### config.mk
export PLATFORM = sky130hd
export DESIGN_NAME = registro_mem_wb
export DESIGN_NICKNAME = d
export VERILOG_FILES = /design/src/rtl/mips_pkg.sv /design/src/rtl/contador_retiro.sv /design/src/rtl/registro_mem_wb.sv
export SDC_FILE = /design/constraint.sdc
export NUM_CORES = 1
export LEC_CHECK = 0
export ABC_AREA = 1
export CAP_MARGIN = 10
export CORE_ASPECT_RATIO = 0.9
export CORE_MARGIN = 2
export CORE_UTILIZATION = 42
export CTS_CLUSTER_DIAMETER = 60
export CTS_CLUSTER_SIZE = 20
export DETAILED_ROUTE_END_ITERATION = 8
export PLACE_DENSITY_LB_ADDON = 0.08
export REMOVE_ABC_BUFFERS = 1
export SYNTH_ARGS = -nofsm -noshare
export SYNTH_HDL_FRONTEND = slang
export SYNTH_SLANG_ARGS = --single-unit
### constraint.sdc
create_clock -name Clk -period 3.1 [get_ports Clk]
set_input_delay 0.31 -clock Clk [delete_from_list [all_inputs] [get_ports Clk]]
set_output_delay 0.31 -clock Clk [all_outputs]
set_load 0.02 [all_outputs]
### src/rtl/mips_pkg.sv
// Shared definitions for the MIPS pipeline registers: FSM encoding, width defaults, r0 constant.
package mips_pkg;

    localparam int DB_DEF = 32;
    localparam int RB_DEF = 5;
    localparam int unsigned REG_ZERO = 0;

    typedef enum logic [1:0] {
        RUN     = 2'd0,
        HALT_WB = 2'd1,
        HALTED  = 2'd2
    } estado_t;

endpackage

### src/rtl/contador_retiro.sv
// Wrapping up-counter with increment enable and synchronous active-low clear.
// Latency: count visible one edge after inc; no backpressure.
module contador_retiro #(
    parameter int W = 32
) (
    input  logic         clk,
    input  logic         clr_n,
    input  logic         inc,
    output logic [W-1:0] cuenta
);

    logic [W-1:0] cuenta_q;

    always_ff @(posedge clk) begin
        if (!clr_n)
            cuenta_q <= '0;
        else if (inc)
            cuenta_q <= cuenta_q + W'(1);
    end

    assign cuenta = cuenta_q;

endmodule

### src/rtl/registro_mem_wb.sv
// MEM/WB pipeline register with stall/flush, sticky halt, optional retire counter (MEM_WB_RETIRE_CNT_EN).
// Latency: 1 cycle on load; Stall holds everything, Flush loads a bubble and wins over Stall.
module registro_mem_wb
    import mips_pkg::*;
#(
    parameter int DB = DB_DEF,
    parameter int RB = RB_DEF
) (
    input  logic          Clk,
    input  logic          Reset_n,
    input  logic          Stall,
    input  logic          Flush,
    input  logic [DB-1:0] ResultadoALU_in,
    input  logic [DB-1:0] DatoMem_in,
    input  logic [RB-1:0] RegDst_in,
    input  logic          RegWrite_in,
    input  logic          MemtoReg_in,
    input  logic          Valid_in,
    input  logic          Halt_in,
    output logic [DB-1:0] ResultadoALU_out,
    output logic [DB-1:0] DatoMem_out,
    output logic [RB-1:0] RegDst_out,
    output logic          RegWrite_out,
    output logic          MemtoReg_out,
    output logic          Valid_out,
    output logic          Halt_out
`ifdef MEM_WB_RETIRE_CNT_EN
    ,
    output logic [31:0]   RetiredCnt
`endif
);

    estado_t estado, estado_nxt;
    logic    do_load;
    logic    do_bubble;

    always_ff @(posedge Clk) begin
        if (!Reset_n)
            estado <= RUN;
        else
            estado <= estado_nxt;
    end

    always_comb begin
        estado_nxt = estado;
        case (estado)
            RUN:     if (!Flush && !Stall && Valid_in && Halt_in) estado_nxt = HALT_WB;
            HALT_WB: estado_nxt = HALTED;
            HALTED:  estado_nxt = HALTED;
            default: estado_nxt = RUN;
        endcase
    end

    // HALT_WB forces a bubble irrespective of Stall/Flush; HALTED freezes everything.
    always_comb begin
        do_load   = 1'b0;
        do_bubble = 1'b0;
        case (estado)
            RUN: begin
                do_bubble = Flush;
                do_load   = !Flush && !Stall;
            end
            HALT_WB: do_bubble = 1'b1;
            default: ;
        endcase
    end

    always_ff @(posedge Clk) begin
        if (!Reset_n) begin
            ResultadoALU_out <= '0;
            DatoMem_out      <= '0;
            RegDst_out       <= '0;
            RegWrite_out     <= 1'b0;
            MemtoReg_out     <= 1'b0;
            Valid_out        <= 1'b0;
            Halt_out         <= 1'b0;
        end else if (do_bubble) begin
            RegDst_out   <= '0;
            RegWrite_out <= 1'b0;
            MemtoReg_out <= 1'b0;
            Valid_out    <= 1'b0;
            Halt_out     <= (estado == HALT_WB);
        end else if (do_load) begin
            ResultadoALU_out <= ResultadoALU_in;
            DatoMem_out      <= DatoMem_in;
            RegDst_out       <= RegDst_in;
            RegWrite_out     <= RegWrite_in && Valid_in && (RegDst_in != RB'(REG_ZERO));
            MemtoReg_out     <= MemtoReg_in && Valid_in;
            Valid_out        <= Valid_in;
            Halt_out         <= Halt_in && Valid_in;
        end
    end

`ifdef MEM_WB_RETIRE_CNT_EN
    logic retire_inc;
    assign retire_inc = do_load && Valid_in;

    contador_retiro #(.W(32)) u_cnt (
        .clk    (Clk),
        .clr_n  (Reset_n),
        .inc    (retire_inc),
        .cuenta (RetiredCnt)
    );
`endif

endmodule

==> results of run 1 <==
## power by group
part,switching (uW),total (uW),internal [uW]
clock,348,889,542
combinational,662,1180,513
sequential,86.7,1240,1150
total,1100,3300,2210
## final timing paths
| kind | to | cells after the start | slack, ns | startpoint |
|---|---|---|---|---|
| max | ResultadoALU_out[8]$_SDFFE_PN0P_ | 6 | 1.17 | estado[1]$_SDFFE_PN0P_ |
| min | MemtoReg_out$_SDFFE_PP0P_ | 2 | 0.47 | MemtoReg_out$_SDFFE_PP0P_ |
| max reg2reg | ResultadoALU_out[8]$_SDFFE_PN0P_ | 6 | 1.17 | estado[1]$_SDFFE_PN0P_ |
| min reg2reg | MemtoReg_out$_SDFFE_PP0P_ | 2 | 0.47 | MemtoReg_out$_SDFFE_PP0P_ |
## routing by layer
layer / vias up / global-route usage (%) / routed length [um]
met5: - / 0 / 0
met4: 0 / 6.97 / 142
met3: 11 / 10.4 / 751
met2: 92 / 33.2 / 3570
met1: 1232 / 22.9 / 3120
li1: 1402 / - / -
## cell type report
type                    count  area share [%]
flip-flops and latches     75            32.8
repair buffers            151            32.8
multi-input cells         246            25.8
clock buffers              13            3.91
well taps                  90            2.46
clock inverters             3            1.48
inverters                   9           0.738
## layout by cell type (no fill, tap or decap)
cell and n:
a21oi_1 10, buf_2 1, buf_4 2, bufinv_16 2, clkbuf_8 13, clkdlybuf4s50_1 148
clkinvlp_4 1, dfxtp_1 75, ha_1 3, inv_1 8, inv_2 1, nand2_1 20
nand2_4 1, nand2_8 1, nand3_1 8, nand4_1 1, nor2_1 110, nor2_2 25
nor2_4 1, nor2_8 2, o21ai_0 54, o21ai_1 10
## logic make-up (layout without fill, tap and decap cells)
| logic type | Yosys count | in the layout | synth area share [%] |
|---|---|---|---|
| simple gates | 169 | 169 | 27.1 |
| flops | 75 | 75 | 52.6 |
| compound gates | 74 | 74 | 13.0 |
| buf+inv | 29 | 176 | 6.01 |
| fa+ha+maj | 3 | 3 | 1.32 |
## worst max-delay path, cell delays in order (launching register included)
cell and delay, ns:
dfxtp_1 0.30, inv_1 0.11, ha_1 0.39, nand2_4 0.17, nor2_8 0.58, o21ai_0 0.19
nor2_1 0.11
## state kept, by name, indices dropped and copies added, names as in the netlist
| name | count |
|---|---|
| Valid_out | 1 |
| RegDst_out | 5 |
| MemtoReg_out | 1 |
| Halt_out | 1 |
| ResultadoALU_out | 32 |
| estado | 2 |
| RegWrite_out | 1 |
| DatoMem_out | 32 |
## per-stage QoR
| stage | hold slack (ns) | utilization [%] | power (uW) | setup WS [ns] | std cells |
|---|---|---|---|---|---|
| global route | 0.487 | 69.5 | 3490 | 0.950 | 587 |
| detailed placement | 0.461 | 65.7 | 2440 | 1.04 | 571 |
| floorplan | 0.422 | - | 1870 | 1.55 | 330 |
| global placement | 0.453 | 65.7 | 2410 | 1.09 | 571 |
| finish | 0.469 | 69.5 | 3300 | 1.17 | 587 |
| CTS | 0.471 | 69.5 | 3340 | 1.15 | 587 |
==> run summary, run 1 <==
count of yosys warnings during synthesis - 0
CTS Buf Count - 9
postcts setup bufs - 0
type of the worst setup path - reg -> reg
Post-CTS Resized - 0
Unique masters post-synth - 21
die area - 0.00747 mm^2
count leader, synth - nor2_1
critical path required time - 3.38 ns
gr usage total - 20.2%
FF/Latch Area - 0.00150 mm^2
number of global-route vias before repair - 2591
pwr dens - 721 mW/mm^2
Seq cells post-synth - 75
post-route minimum period - 1.93 ns
unrepaired setup endpoints after global routing - no
# DRC - 0
clk_lat worst skew - 0.34 ns
top-area cell type share of the netlist area - 52.6%
final setup TNS - 0 ns
layout cell share with drive strength beyond 1 - 10.1%
Max Clock Freq - 519 MHz
area of the multi-input gates - 0.00118 mm^2
Seq/Total Area, Yosys - 52.6%
hpwl dp - 5.16 mm
worst relative slew slack - 51.4%
clk buf depth - 2
Async S/R FF share, synth - 0%
CP Launch Type - register
vias per inst - 4.66
crit end category - register
Leak Pwr - 0.00186 uW
Die Y - 82.2 um
CP max FO - 64
skew final - 0.0101 ns
cts hold-fix bufs - 0
Top FF cell, synth - dfxtp_1
std cell rows - 28
initial antenna violation count - 0
status - complete, no violations
Core Area - 0.00659 mm^2
Max-Cap Viols - 0
initial DRC count - 134
final setup vio count - 0
area leader, netlist - dfxtp_1
area grow syn2layout - 60.4%
CP Data Arrival Time - 2.20 ns
Syn Inst Count - 350
Netlist Area Pre-Place - 0.00285 mm^2
Die Wd - 90.9 um
H-tree Lvls - 3
fillers - 576
antenna diode instance count - 0
Initial Util - 43.3%
ANT nets after route - 0
Finished Cell Area - 0.00458 mm^2
Mean Syn Cell Area - 8.15 um^2
number of port buffers - 149
GP Congestion - 0.746
top post-synthesis cells by area - dfxtp_1, nor2_1, o21ai_0
Slew Limit Fails - 0
Worst Tran Pin Value - 0.729 ns
Via Count - 2737
global-route wire length before repair - 12.1 mm
CTS tree - done
dpl cell area - 0.00433 mm^2
maximum VDD drop - 0.438 mV
Reg clk slew, reported paths - 0.08 ns
HP Class - reg -> reg
Remaining Overflow, GRT - 0
Final Hold Vio Count - 0
top post-synthesis cells by count - nor2_1, dfxtp_1, o21ai_0
largest net degree at the start of global routing - 65
EDFF count, synth - 0
drt wl/cell - 12.9 um
Tcrit/Tclk final - 62.2%
I/O pins - 150
DRT Pass-1 Iters - 4
clk sink count - 75
nets@finish - 572
Routed WL - 7.59 mm
CTS Root Cell - clkbuf_8
No activity file was read; power rests on OpenSTA's default activity.
==> inputs of run 2 (changes only) <==
--- a/config.mk
+++ b/config.mk
@@ -9,7 +9,7 @@
 export CAP_MARGIN = 10
 export CORE_ASPECT_RATIO = 0.9
 export CORE_MARGIN = 2
-export CORE_UTILIZATION = 42
+export CORE_UTILIZATION = 39
 export CTS_CLUSTER_DIAMETER = 60
 export CTS_CLUSTER_SIZE = 20
 export DETAILED_ROUTE_END_ITERATION = 8
==> constraint.sdc (replaced) <==
create_clock -name Clk -period 2 [get_ports Clk]
set_input_delay 0.2 -clock Clk [delete_from_list [all_inputs] [get_ports Clk]]
set_output_delay 0.2 -clock Clk [all_outputs]
set_load 0.02 [all_outputs]
==> run 2 against run 1 <==
Sequential power increased by 55%. Utilization shrank 4.4 points. Combinational power up 58%. Design area up 0.60%. Critical endpoint is now ResultadoALU_out[24]$_SDFFE_PN0P_. Global-route usage shrank 0.31 points. Die area rose by 7.3%. Hold slack lost 0.19 ns. Non-clock buffer count rose by 4. Clock skew decreased by 0.0018 ns.
==> run summary, run 2 (synthesized netlist as in run 1, its figures left out) <==
Initial Util - 40.3% (-3.0 points)
most common cell after layout, fill and taps aside - clkdlybuf4s50_1
GP Congestion - 0.735 (-1.5%)
unrepaired setup endpoints after global routing - no
global-route wire length before repair - 12.7 mm (+5.4%)
area grow syn2layout - 61.3%
postcts setup bufs - 0 (unchanged)
Tcrit/Tclk final - 87.1% (+25 points)
DR top layer - met4
CP max FO - 29 (-55%)
nets@finish - 576 (+0.70%)
Die Y - 85.2 um (+3.6%)
Max Clock Freq - 574 MHz (+11%)
CP most frequent cell - buf_4
Crit-path slowest cell - dfxtp_1
critical path endpoint - ResultadoALU_out[24]$_SDFFE_PN0P_
CP Launch Type - register
Met1 Routed Length - 3.29 mm (+5.4%)
final setup vio count - 0 (unchanged)
Final Hold Vio Count - 0 (unchanged)
gr usage total - 19.8% (-0.31 points)
worst relative slew slack - 66.4% (+15 points)
layout cell share with drive strength beyond 1 - 10.6% (+0.52 points)
CP Data Arrival Time - 2.02 ns (-0.18 ns)
DR WL met3 - 720 um (-4.1%)
Power Total - 5090 uW (+54%)
number of port buffers - 149 (unchanged)
initial antenna violation count - 0 (unchanged)
most frequent cells in the layout - clkdlybuf4s50_1, nor2_1, dfxtp_1
post-route minimum period - 1.74 ns (-0.185 ns)
vias per inst - 4.61 (-1.2%)
DRT Pass-1 Iters - 4 (unchanged)
I/O pins - 150 (unchanged)
Slew Limit Fails - 0 (unchanged)
die area - 0.00802 mm^2 (+7.3%)
# DRC - 0 (unchanged)
biggest regs - DatoMem_out (32), ResultadoALU_out (32), RegDst_out (5)
Max-Cap Viols - 0 (unchanged)
FF-to-FF End - ResultadoALU_out[24]$_SDFFE_PN0P_
final setup margin - 0.257 ns (-0.915 ns)
drt wl/cell - 12.8 um (-1.0%)
Worst Tran Pin Value - 0.504 ns (-0.226 ns)
number of global-route vias before repair - 2773 (+7.0%)
cts hold-fix bufs - 0 (unchanged)
HP Class - in -> reg
RR Startpoint - estado[0]$_SDFFE_PN0P_
Core Area - 0.00708 mm^2 (+7.4%)
pwr dens - 1110 mW/mm^2 (+53%)
Via Count - 2737 (unchanged)
CTS Root Cell - clkbuf_8
std cell rows - 29 (+3.6%)
antenna diode instance count - 0 (unchanged)
pre-CTS setup slack - 0.195 ns (-0.842 ns)
skew final - 0.00831 ns (-0.00184 ns)
CTS Buf Count - 9 (unchanged)
crit path launch - estado[0]$_SDFFE_PN0P_
largest net degree at the start of global routing - 65 (unchanged)
crit end category - register
CP cell instances - inv_1 -> ha_1 -> buf_4 -> nand2_4 -> nor2_8 -> buf_4 -> o21ai_0 -> nor2_1
CTS tree - done
final setup TNS - 0 ns (unchanged)
Routed WL - 7.60 mm (+0.17%)
clk buf depth - 2 (unchanged)
ANT nets after route - 0 (unchanged)
H-tree Lvls - 3 (unchanged)
Die Wd - 94.2 um (+3.6%)
hpwl dp - 5.26 mm (+1.9%)
initial DRC count - 102 (-24%)
clk sink count - 75 (unchanged)
maximum VDD drop - 0.513 mV (+17%)
max incr delay on CP - 0.32 ns (-0.26 ns)
met2 WL - 3.47 mm (-2.9%)
Remaining Overflow, GRT - 0 (unchanged)
R2R Setup Slk - 0.26 ns (-0.92 ns)
Worst R2R Path Depth - 8 (+2)
Leak Pwr - 0.00188 uW (+0.75%)
critical path required time - 2.27 ns (-1.11 ns)
status - complete, no violations
type of the worst setup path - reg -> reg
Post-CTS Resized - 0 (unchanged)
Reg clk slew, reported paths - 0.08 ns (about the same)
clk_lat worst skew - 0.34 ns (about the same)
-- run 2: layer usage --
metal  global-route usage [%]  up-vias
met5                        0        -
met4                     7.77        0
met3                     7.28       12
met2                     32.1       86
met1                     24.0     1228
li1                         -     1411
-- run 2: layout make-up --
| type | count | area [um^2] |
|---|---|---|
| clock buffers | 12 | 155 |
| clock inverters | 4 | 72.6 |
| fillers | 633 | 2470 |
| inverters | 9 | 33.8 |
| multi-input cells | 246 | 1180 |
| flip-flops and latches | 75 | 1500 |
| well taps | 93 | 116 |
| repair buffers | 155 | 1540 |
-- run 2: power breakdown --
| group | leakage (uW) | internal [uW] | switching (uW) |
|---|---|---|---|
| Clock | 0.000113 | 770 | 544 |
| Sequential | 0.000613 | 1780 | 135 |
| Combinational | 0.00115 | 832 | 1030 |
| Total | 0.00188 | 3390 | 1710 |
-- run 2: how the worst min path moves through the flow --
| stage | slack [ns] | endpoint | startpoint | cells after the start |
|---|---|---|---|---|
| 2_1_floorplan | 0.31 | Halt_out$_SDFFE_PN0P_ | Reset_n | 2 |
| 3_3_place_gp | 0.45 | RegWrite_out$_SDFFE_PP0P_ | RegWrite_out$_SDFFE_PP0P_ | 2 |
| 3_5_place_dp | 0.46 | RegDst_out[4]$_SDFFE_PP0P_ | RegDst_out[4]$_SDFFE_PP0P_ | 2 |
| 4_1_cts | 0.27 | DatoMem_out[16]$_SDFFE_PN0P_ | Reset_n | 3 |
| 5_1_grt | 0.30 | DatoMem_out[17]$_SDFFE_PN0P_ | Reset_n | 3 |
| 6_report | 0.28 | DatoMem_out[17]$_SDFFE_PN0P_ | Reset_n | 3 |
-- run 2: critical path, delay by kind of cell, from the launching register on --
family | cells | cell delay, ns
buffers and inverters | 3 | 0.56
and+or+nand+nor | 3 | 0.37
DFF | 1 | 0.32
adders and majority gates | 1 | 0.29
AOI/OAI and AO/OA | 1 | 0.14
-- run 2: metrics by stage --
step	hold slack, ns	cell area (um^2)	std cells	util [%]
finish	0.283	4600	594	65.1
global route	0.298	4600	594	65.1
CTS	0.273	4600	594	65.1
detailed placement	0.458	4380	578	61.9
global placement	0.452	4380	578	61.9
floorplan	0.312	2720	330	-
==> inputs of run 3 (changes only) <==
--- a/config.mk
+++ b/config.mk
@@ -13,6 +13,7 @@
 export CTS_CLUSTER_DIAMETER = 60
 export CTS_CLUSTER_SIZE = 20
 export DETAILED_ROUTE_END_ITERATION = 8
+export GPL_ROUTABILITY_DRIVEN = 0
 export PLACE_DENSITY_LB_ADDON = 0.08
 export REMOVE_ABC_BUFFERS = 1
 export SYNTH_ARGS = -nofsm -noshare
==> results of run 3 <==
Final layout, timing and power as in run 2 (identical DEF).
